**config.mk**
```make
export PLATFORM = sky130hd
export DESIGN_NAME = flash_sample_reader
export DESIGN_NICKNAME = d
export VERILOG_FILES = /design/src/rtl/audio_pkg.sv /design/src/rtl/flash_sample_reader.sv
export SDC_FILE = /design/constraint.sdc
export NUM_CORES = 1
export LEC_CHECK = 0
export ABC_AREA = 1
export CORE_UTILIZATION = 55
export DETAILED_ROUTE_END_ITERATION = 12
export PLACE_DENSITY_LB_ADDON = 0.15
export SYNTH_ARGS = -nofsm -noshare
export SYNTH_HDL_FRONTEND = slang
export SYNTH_SLANG_ARGS = --single-unit
```
**constraint.sdc**
```tcl
create_clock -name CLOCK_50 -period 3.65 [get_ports CLOCK_50]
set_input_delay 1.095 -clock CLOCK_50 [delete_from_list [all_inputs] [get_ports CLOCK_50]]
set_output_delay 1.095 -clock CLOCK_50 [all_outputs]
set_load 0.05 [all_outputs]
```
**src/rtl/audio_pkg.sv**
```systemverilog
// Shared types and address helpers for the flash sample reader.
// Holds the FSM state encoding, flash geometry and wrap-around address stepping.
package audio_pkg;

  typedef enum logic [1:0] {
    FETCH     = 2'd0,
    WAIT_DATA = 2'd1,
    HALF0     = 2'd2,
    HALF1     = 2'd3
  } state_t;

  localparam int                      FLASH_ADDR_W   = 23;
  localparam logic [FLASH_ADDR_W-1:0] FLASH_END_ADDR = 23'h7FFFF;

  // Step one word in the requested direction, wrapping at 0 and end_addr by compare.
  function automatic logic [FLASH_ADDR_W-1:0] next_addr(
    input logic [FLASH_ADDR_W-1:0] addr,
    input logic                    reverse,
    input logic [FLASH_ADDR_W-1:0] end_addr
  );
    logic [FLASH_ADDR_W-1:0] result;
    if (reverse) begin
      result = (addr == '0) ? end_addr : addr - 1'b1;
    end else begin
      result = (addr == end_addr) ? '0 : addr + 1'b1;
    end
    return result;
  endfunction

endpackage

```
**src/rtl/flash_sample_reader.sv**
```systemverilog
// Reads 32-bit flash words over Avalon-MM and plays them out as two 8-bit samples,
// one per sample_tick, with pause, direction control, restart and underrun reporting.
module flash_sample_reader
  import audio_pkg::*;
#(
  parameter int                ADDR_W   = FLASH_ADDR_W,
  parameter logic [ADDR_W-1:0] END_ADDR = FLASH_END_ADDR
) (
  input  logic              CLOCK_50,
  input  logic              reset_n,
  input  logic              sample_tick,
  input  logic              enable,
  input  logic              reverse,
  input  logic              restart,
  output logic              flash_mem_read,
  input  logic              flash_mem_waitrequest,
  output logic [ADDR_W-1:0] flash_mem_address,
  output logic [3:0]        flash_mem_byteenable,
  input  logic [31:0]       flash_mem_readdata,
  input  logic              flash_mem_readdatavalid,
  output logic [7:0]        audio_sample,
  output logic              sample_valid,
  output logic              underrun
);

  state_t            state_reg, state_next;
  logic [ADDR_W-1:0] addr_reg, addr_next;
  logic [31:0]       word_reg, word_next;
  logic              dir_reg, dir_next;
  logic              read_reg, read_next;
  logic [7:0]        sample_reg, sample_next;
  logic              valid_reg, valid_next;
  logic              underrun_reg, underrun_next;
  logic              discard_reg, discard_next;
  logic              restart_dir_reg, restart_dir_next;
  logic [ADDR_W-1:0] start_addr;
  logic              play_tick;

  assign start_addr = reverse ? END_ADDR : '0;
  assign play_tick  = sample_tick && enable && !restart;

  always_ff @(posedge CLOCK_50 or negedge reset_n) begin
    if (!reset_n) begin
      state_reg       <= FETCH;
      addr_reg        <= '0;
      word_reg        <= '0;
      dir_reg         <= 1'b0;
      read_reg        <= 1'b0;
      sample_reg      <= '0;
      valid_reg       <= 1'b0;
      underrun_reg    <= 1'b0;
      discard_reg     <= 1'b0;
      restart_dir_reg <= 1'b0;
    end else begin
      state_reg       <= state_next;
      addr_reg        <= addr_next;
      word_reg        <= word_next;
      dir_reg         <= dir_next;
      read_reg        <= read_next;
      sample_reg      <= sample_next;
      valid_reg       <= valid_next;
      underrun_reg    <= underrun_next;
      discard_reg     <= discard_next;
      restart_dir_reg <= restart_dir_next;
    end
  end

  always_comb begin
    state_next       = state_reg;
    addr_next        = addr_reg;
    word_next        = word_reg;
    dir_next         = dir_reg;
    read_next        = read_reg;
    sample_next      = sample_reg;
    valid_next       = 1'b0;
    underrun_next    = underrun_reg;
    discard_next     = discard_reg;
    restart_dir_next = restart_dir_reg;

    if (play_tick && (state_reg == FETCH || state_reg == WAIT_DATA)) begin
      underrun_next = 1'b1;
    end

    case (state_reg)
      FETCH: begin
        if (!read_reg) begin
          // A restart before launch just retargets; launching now would use the stale address.
          if (restart) begin
            addr_next = start_addr;
          end else begin
            read_next = 1'b1;
            dir_next  = reverse;
          end
        end else begin
          if (restart) begin
            discard_next     = 1'b1;
            restart_dir_next = reverse;
          end
          if (!flash_mem_waitrequest) begin
            read_next  = 1'b0;
            state_next = WAIT_DATA;
          end
        end
      end
      WAIT_DATA: begin
        if (restart) begin
          discard_next     = 1'b1;
          restart_dir_next = reverse;
        end
        if (flash_mem_readdatavalid) begin
          if (discard_reg || restart) begin
            addr_next    = (restart ? reverse : restart_dir_reg) ? END_ADDR : '0;
            discard_next = 1'b0;
            state_next   = FETCH;
          end else begin
            word_next  = flash_mem_readdata;
            state_next = HALF0;
          end
        end
      end
      HALF0: begin
        if (restart) begin
          addr_next  = start_addr;
          word_next  = '0;
          state_next = FETCH;
        end else if (play_tick) begin
          sample_next = dir_reg ? word_reg[31:24] : word_reg[15:8];
          valid_next  = 1'b1;
          state_next  = HALF1;
        end
      end
      HALF1: begin
        if (restart) begin
          addr_next  = start_addr;
          word_next  = '0;
          state_next = FETCH;
        end else if (play_tick) begin
          sample_next = dir_reg ? word_reg[15:8] : word_reg[31:24];
          valid_next  = 1'b1;
          addr_next   = next_addr(addr_reg, reverse, END_ADDR);
          state_next  = FETCH;
        end
      end
      default: state_next = FETCH;
    endcase
  end

  assign flash_mem_read       = read_reg;
  assign flash_mem_address    = addr_reg;
  assign flash_mem_byteenable = 4'b1111;
  assign audio_sample         = sample_reg;
  assign sample_valid         = valid_reg;
  assign underrun             = underrun_reg;

endmodule

```
Word level (Yosys, flattened, before mapping)
Cells that the tools add are included.
{ "op_classes": {"addsub": 2, "bitwise": 2, "n_reduce_logical": 18, "n_eq_ne": 17, "muxes": 46} }
{ "op_table": {"columns": ["op", "n"], "rows": [
  ["$mux 23", 9],
  ["$mux 32", 3],
  ["$pmux 23 s4", 1],
  ["$pmux 32 s2", 1],
  ["$mux 8", 6],
  ["$mux 19", 2],
  ["$add 23x1->23 const B", 1],
  ["$eq 23x19->1 const B", 1],
  ["$logic_not 23->1", 1],
  ["$sub 23x1->23 const B", 1],
  ["$ne 2x2->1 const B", 9],
  ["$mux 2", 8],
  ["$pmux 8 s2", 1],
  ["$mux 1", 12],
  ["$reduce_and 5->1", 2],
  ["$pmux 2 s4", 1],
  ["$reduce_and 4->1", 2],
  ["$ne 3x3->1 const B", 2],
  ["$reduce_bool 2->1", 3],
  ["$eq 2x2->1 const B", 2],
  ["$ne 2x1->1 const B", 2],
  ["$pmux 1 s2", 2],
  ["$logic_and 1x1->1", 3],
  ["$reduce_and 3->1", 1],
  ["7 further kinds", 9]
]} }
{ "totals": {"ff_bits": 71, "wordCells": 95, "input_bits": 40, "out_inout_bits": 38} }

Depth between registers and ports, before layout
{ "depth": {"depth_word": 6, "mapped_depth": 13, "ltp_nobuf": 13} }

Least setup slack after synthesis
No wires, ideal clock.
{ "synth_path": {"path_kind": "input to register", "start": "input port sample_tick", "end": "register addr_reg[10], in the netlist flash_mem_address[10]", "arrival_time_ns": 2.126, "path_stages": 8, "setup_slack_ns": 1.404, "n_path_buf": 1, "setup_time_ns": 0.120, "required_ns": 3.530, "cell_sequence": "nand2_1 nand2_1 nor2_1 nor2_4 nand3_4 a221oi_4 buf_6 a21oi_2"} }
{ "synth_via": {"elab_chain_len": 4} }
{ "synth_rtl": {"columns": ["item", "line_no", "source"], "rows": [
  ["from (decl)", "flash_sample_reader.sv:11", "input logic sample_tick,"],
  ["$logic_and 1x1->1 (2 in series)", "flash_sample_reader.sv:40", "assign play_tick = sample_tick && enable && !restart;"],
  ["$ne 3x3->1 (no source line)", null, null],
  ["$reduce_and 4->1 (no source line)", null, null],
  ["to (signal assigned)", "flash_sample_reader.sv:56", "addr_reg <= addr_next;"],
  ["to (decl)", "flash_sample_reader.sv:27", "logic [ADDR_W-1:0] addr_reg, addr_next;"]
]} }
Every way passes these cells.
A chain may end at the register's enable or synchronous reset.

Worst setup path after layout
{ "layout_path": {"start": "register addr_reg[10], in the netlist flash_mem_address[10]", "end": "output port flash_mem_address[10]"} }
{ "layout_lines": {"columns": ["item", "line_no", "source"], "rows": [
  ["to (decl)", "flash_sample_reader.sv:17", "output logic [ADDR_W-1:0] flash_mem_address,"]
]} }
No word-level cell between the ends.

==> results by stage <==
Critical path:
- Counting cells, the worst reg-to-reg path comes to 12.
- For this run, the slowest stage of the critical path takes between 800 and 900 ps.
- STA classifies the critical path startpoint as a flip-flop.
- Setup slack on the worst reg-to-reg path comes out at approximately 1400 ps.
- The nature of the critical path endpoint is an output pin.
- The number of buffers and inverters on the critical path is 1.
- The kind of cell adding the most delay to the critical path is buffers and inverters.
- The total number of cells along the worst setup path is 1.
- The endpoint arrival time on the critical path is around 1800 ps.
- Along the worst path, the maximum fanout reaches 9.
- The source of the worst register-to-register timing path is flash_mem_address[1].
- The critical path data required time is 2550 ps.
- Among all stages on the critical path, the largest delay is contributed by sky130_fd_sc_hd__clkdlybuf4s50_1.
- The critical path goes through clkdlybuf4s50_1.
- The class of the most critical setup path is flip-flop to output pin.
- The worst register-to-register path ends at flash_mem_address[7].

Floorplanning:
- The height of the chip is 88.7 µm.
- The die is between 80 and 90 µm wide.
- The initial core utilization is 57.0%.
- The area of the placeable core is around 7300 µm².
- The number of ports placed on the die boundary is 78.
- The die covers between 7000 and 8000 µm².
- The floorplan has 31 rows.

Layout:
- The net count of the finished layout is 711.
- Leaving out fill and tap cells, the most frequent cell in the layout is sky130_fd_sc_hd__nand2_1.
- The top cell types in the final layout, fill and taps aside, are 192 x sky130_fd_sc_hd__nand2_1, 98 x sky130_fd_sc_hd__nor2_1, 56 x sky130_fd_sc_hd__clkdlybuf4s50_1.
- The flip-flop count of the largest register, all copies and words added is 23.
- From synthesis to final layout, the design area changed by 16.3%.
- The number of antenna diodes is 0.
- The end-of-flow core utilization is around 66%.
- With fillers left out, the area of the finished cells amounts to 4810 µm².
- Of the cells placed in the final design, the portion with a size suffix greater than 1 is 8.82%.

Clock network:
- The CTS buffer count is 5.
- The number of hold buffers added after CTS is 0.
- The register clock-pin slew on the reported worst setup and hold paths is roughly 110 ps.
- The later pin in the worst-skew pair is clocked with a latency of between 300 and 400 ps.
- TritonCTS built the clock tree.
- The post-cts sizing count is 0.
- The H-tree generated during clock tree synthesis spans 2 levels.
- The longest clock path from root to sink contains 2 buffers.
- The tree is rooted in a sky130_fd_sc_hd__clkbuf_8.
- The clock sink count is 55.
- The number of setup buffers added after CTS is 0.

Routing:
- Wires add up to around 11 mm.
- In the routed design, unresolved DRC markers number 0.
- Summing over every cut layer, the via total after detailed routing is about 4,100.
- The first-pass iteration count of the detailed router is 5.
- The ratio of routed vias to standard cells is 5.40.
- The detail route stage leaves a number of antenna-violating nets equal to 0.
- The first routing iteration left about 280 violations.
- Dividing the detail-routed wire length by the instance count gives between 10 and 15 µm.

Min path:
- The class of the tightest hold or removal check is flip-flop to flip-flop.
- The worst hold path begins at underrun.
- Along the worst hold path, the cell count comes to 1.
- For hold timing, the worst endpoint is underrun.

Global route:
- The pin count of the biggest net entering global routing is 44.
- The total overflow left after global routing is 0.
- Global routing consumed, over all layers together, 28.7% of the routing resources.
- The global-route wire length before repair is approximately 17 mm.
- The via count of the first global-routing pass came to 3,794.
- The initial antenna violation count was 0.

Placed design:
- The quantity of I/O buffers inserted on ports is 57.
- The cell area after placement is approximately 4700 µm².
- The wire-length estimate of the detail-placed layout is slightly below 8 mm.
- At the end of routability-driven placement, the weighted congestion stood at around 0.92.

STA:
- The final number of setup-violating endpoints is 0.
- Based on the critical path, the design can be clocked at up to 344 MHz.
- Setup repair after global routing left no endpoint under its margin.
- The time the final worst path needs with I/O delays and setup is 2910 ps.
- The headroom to the max-slew limit is 35.3%.
- The total count of hold-check failures in the final report is 0.
- The final-report max-slew violation count is 0.
- The sum of negative setup slack is 0 ps.
- For the pin with the worst max-slew slack, the measured transition is 963 ps.
- Of the available clock period, the critical path in the final layout requires 79.6%.
- On the final layout, the worst clock skew is 4.93 ps.

Synthesis:
- The number of synthesis warnings is 0.
- The post-synthesis cell type with the largest combined area is sky130_fd_sc_hd__dfrtp_1.
- After synthesis, the cell types taking the most area are sky130_fd_sc_hd__dfrtp_1 33%, sky130_fd_sc_hd__nand2_1 17%, sky130_fd_sc_hd__nor2_1 8.9%, sky130_fd_sc_hd__nand3_1 6.2%, sky130_fd_sc_hd__o21ai_0 5.0%.
- Counting flops with a built-in enable in the synthesized netlist gives 0.
- Yosys mapped the design onto 34 distinct sky130hd cell types.
- The post-synthesis cell area is ~4100 µm².
- The top cell type by area accounts for 33.3% of the synthesized area.
- The most used flip-flop cell after synthesis is sky130_fd_sc_hd__dfrtp_1.
- The count of state elements after synthesis is between 50 and 60.
- The register area share after synthesis is 33.3%.
- The share of flip-flops with an asynchronous set or reset after synthesis is 100%.
- In this run the mean area of a mapped cell was about 6.6 µm².
- After technology mapping, the gate count stands at 625.

Pwr:
- In this run the static leakage power is between 2 and 2.5 nW.
- The peak supply drop is 0.503 mV.
- Dividing total power by cell area gives a power density of about 900 nW/µm².

Status:
- The run finished with clean final reports.

Job:
- Max-cap violations in this run came to 0.
## cell families (layout without fill, tap and decap cells)
logic type | after synthesis | count (layout) | synth area share [%]
flops | 55 | 55 | 33.3
compound gates | 84 | 84 | 12.3
other cells | 1 | 4 | 0.0907
fa+ha+maj | 3 | 3 | 0.908
simple gates | 377 | 377 | 39.0
buf+inv | 82 | 123 | 9.50
xor+xnor | 23 | 23 | 4.87
## worst max path at each step
stage                                from                     to  slack (ps)
floorplan                     sample_tick  flash_mem_address[10]        1400
global placement                  restart   flash_mem_address[6]         580
detailed placement                restart   flash_mem_address[1]         530
CTS                 flash_mem_address[10]  flash_mem_address[10]         730
global route        flash_mem_address[11]  flash_mem_address[11]         690
finish              flash_mem_address[10]  flash_mem_address[10]         740
## per-stage QoR
stage	std cells	worst slack (ps)	hold WS, ps	power [mW]
after floorplan	628	1400	473	3.29
after global placement	760	578	466	3.93
after detailed placement	760	525	466	3.99
after CTS	768	733	497	4.36
after global routing	768	691	524	4.70
final	768	743	488	4.35
## routing by layer
layer,global-route usage (%),vias to the layer above,part of all wire [%],routed length [µm]
li1,-,2056,-,-
met1,34.3,1940,41,4340
met2,52.4,129,51,5410
met3,4.01,21,5.6,597
met4,10.1,0,2.2,235
met5,0,-,0,0
## synth_stat cells (10+ instances only)
cell / number
sky130_fd_sc_hd__a21oi_1: 19
sky130_fd_sc_hd__a21oi_2: 10
sky130_fd_sc_hd__buf_2: 17
sky130_fd_sc_hd__dfrtp_1: 55
sky130_fd_sc_hd__inv_1: 43
sky130_fd_sc_hd__nand2_1: 192
sky130_fd_sc_hd__nand3_1: 51
sky130_fd_sc_hd__nor2_1: 98
sky130_fd_sc_hd__nor2_2: 10
sky130_fd_sc_hd__o21ai_0: 41
sky130_fd_sc_hd__xor2_1: 18
## area by class of cell
type,instances,area (µm²)
clock buffer,5,68.8
clock inverter,3,26.3
fill,697,2440
inverter,47,176
multi-input combinational,491,2380
sequential,55,1380
tap,99,124
timing repair buffer,68,661
## where the power goes
part	internal (mW)	leakage [nW]	switching (mW)
registers	0.895	0.665	0.420
clock network	0.142	0.0491	0.221
logic	0.920	1.47	1.75
total	1.96	2.18	2.39
Note: power is estimated with default switching activity, not from simulation.
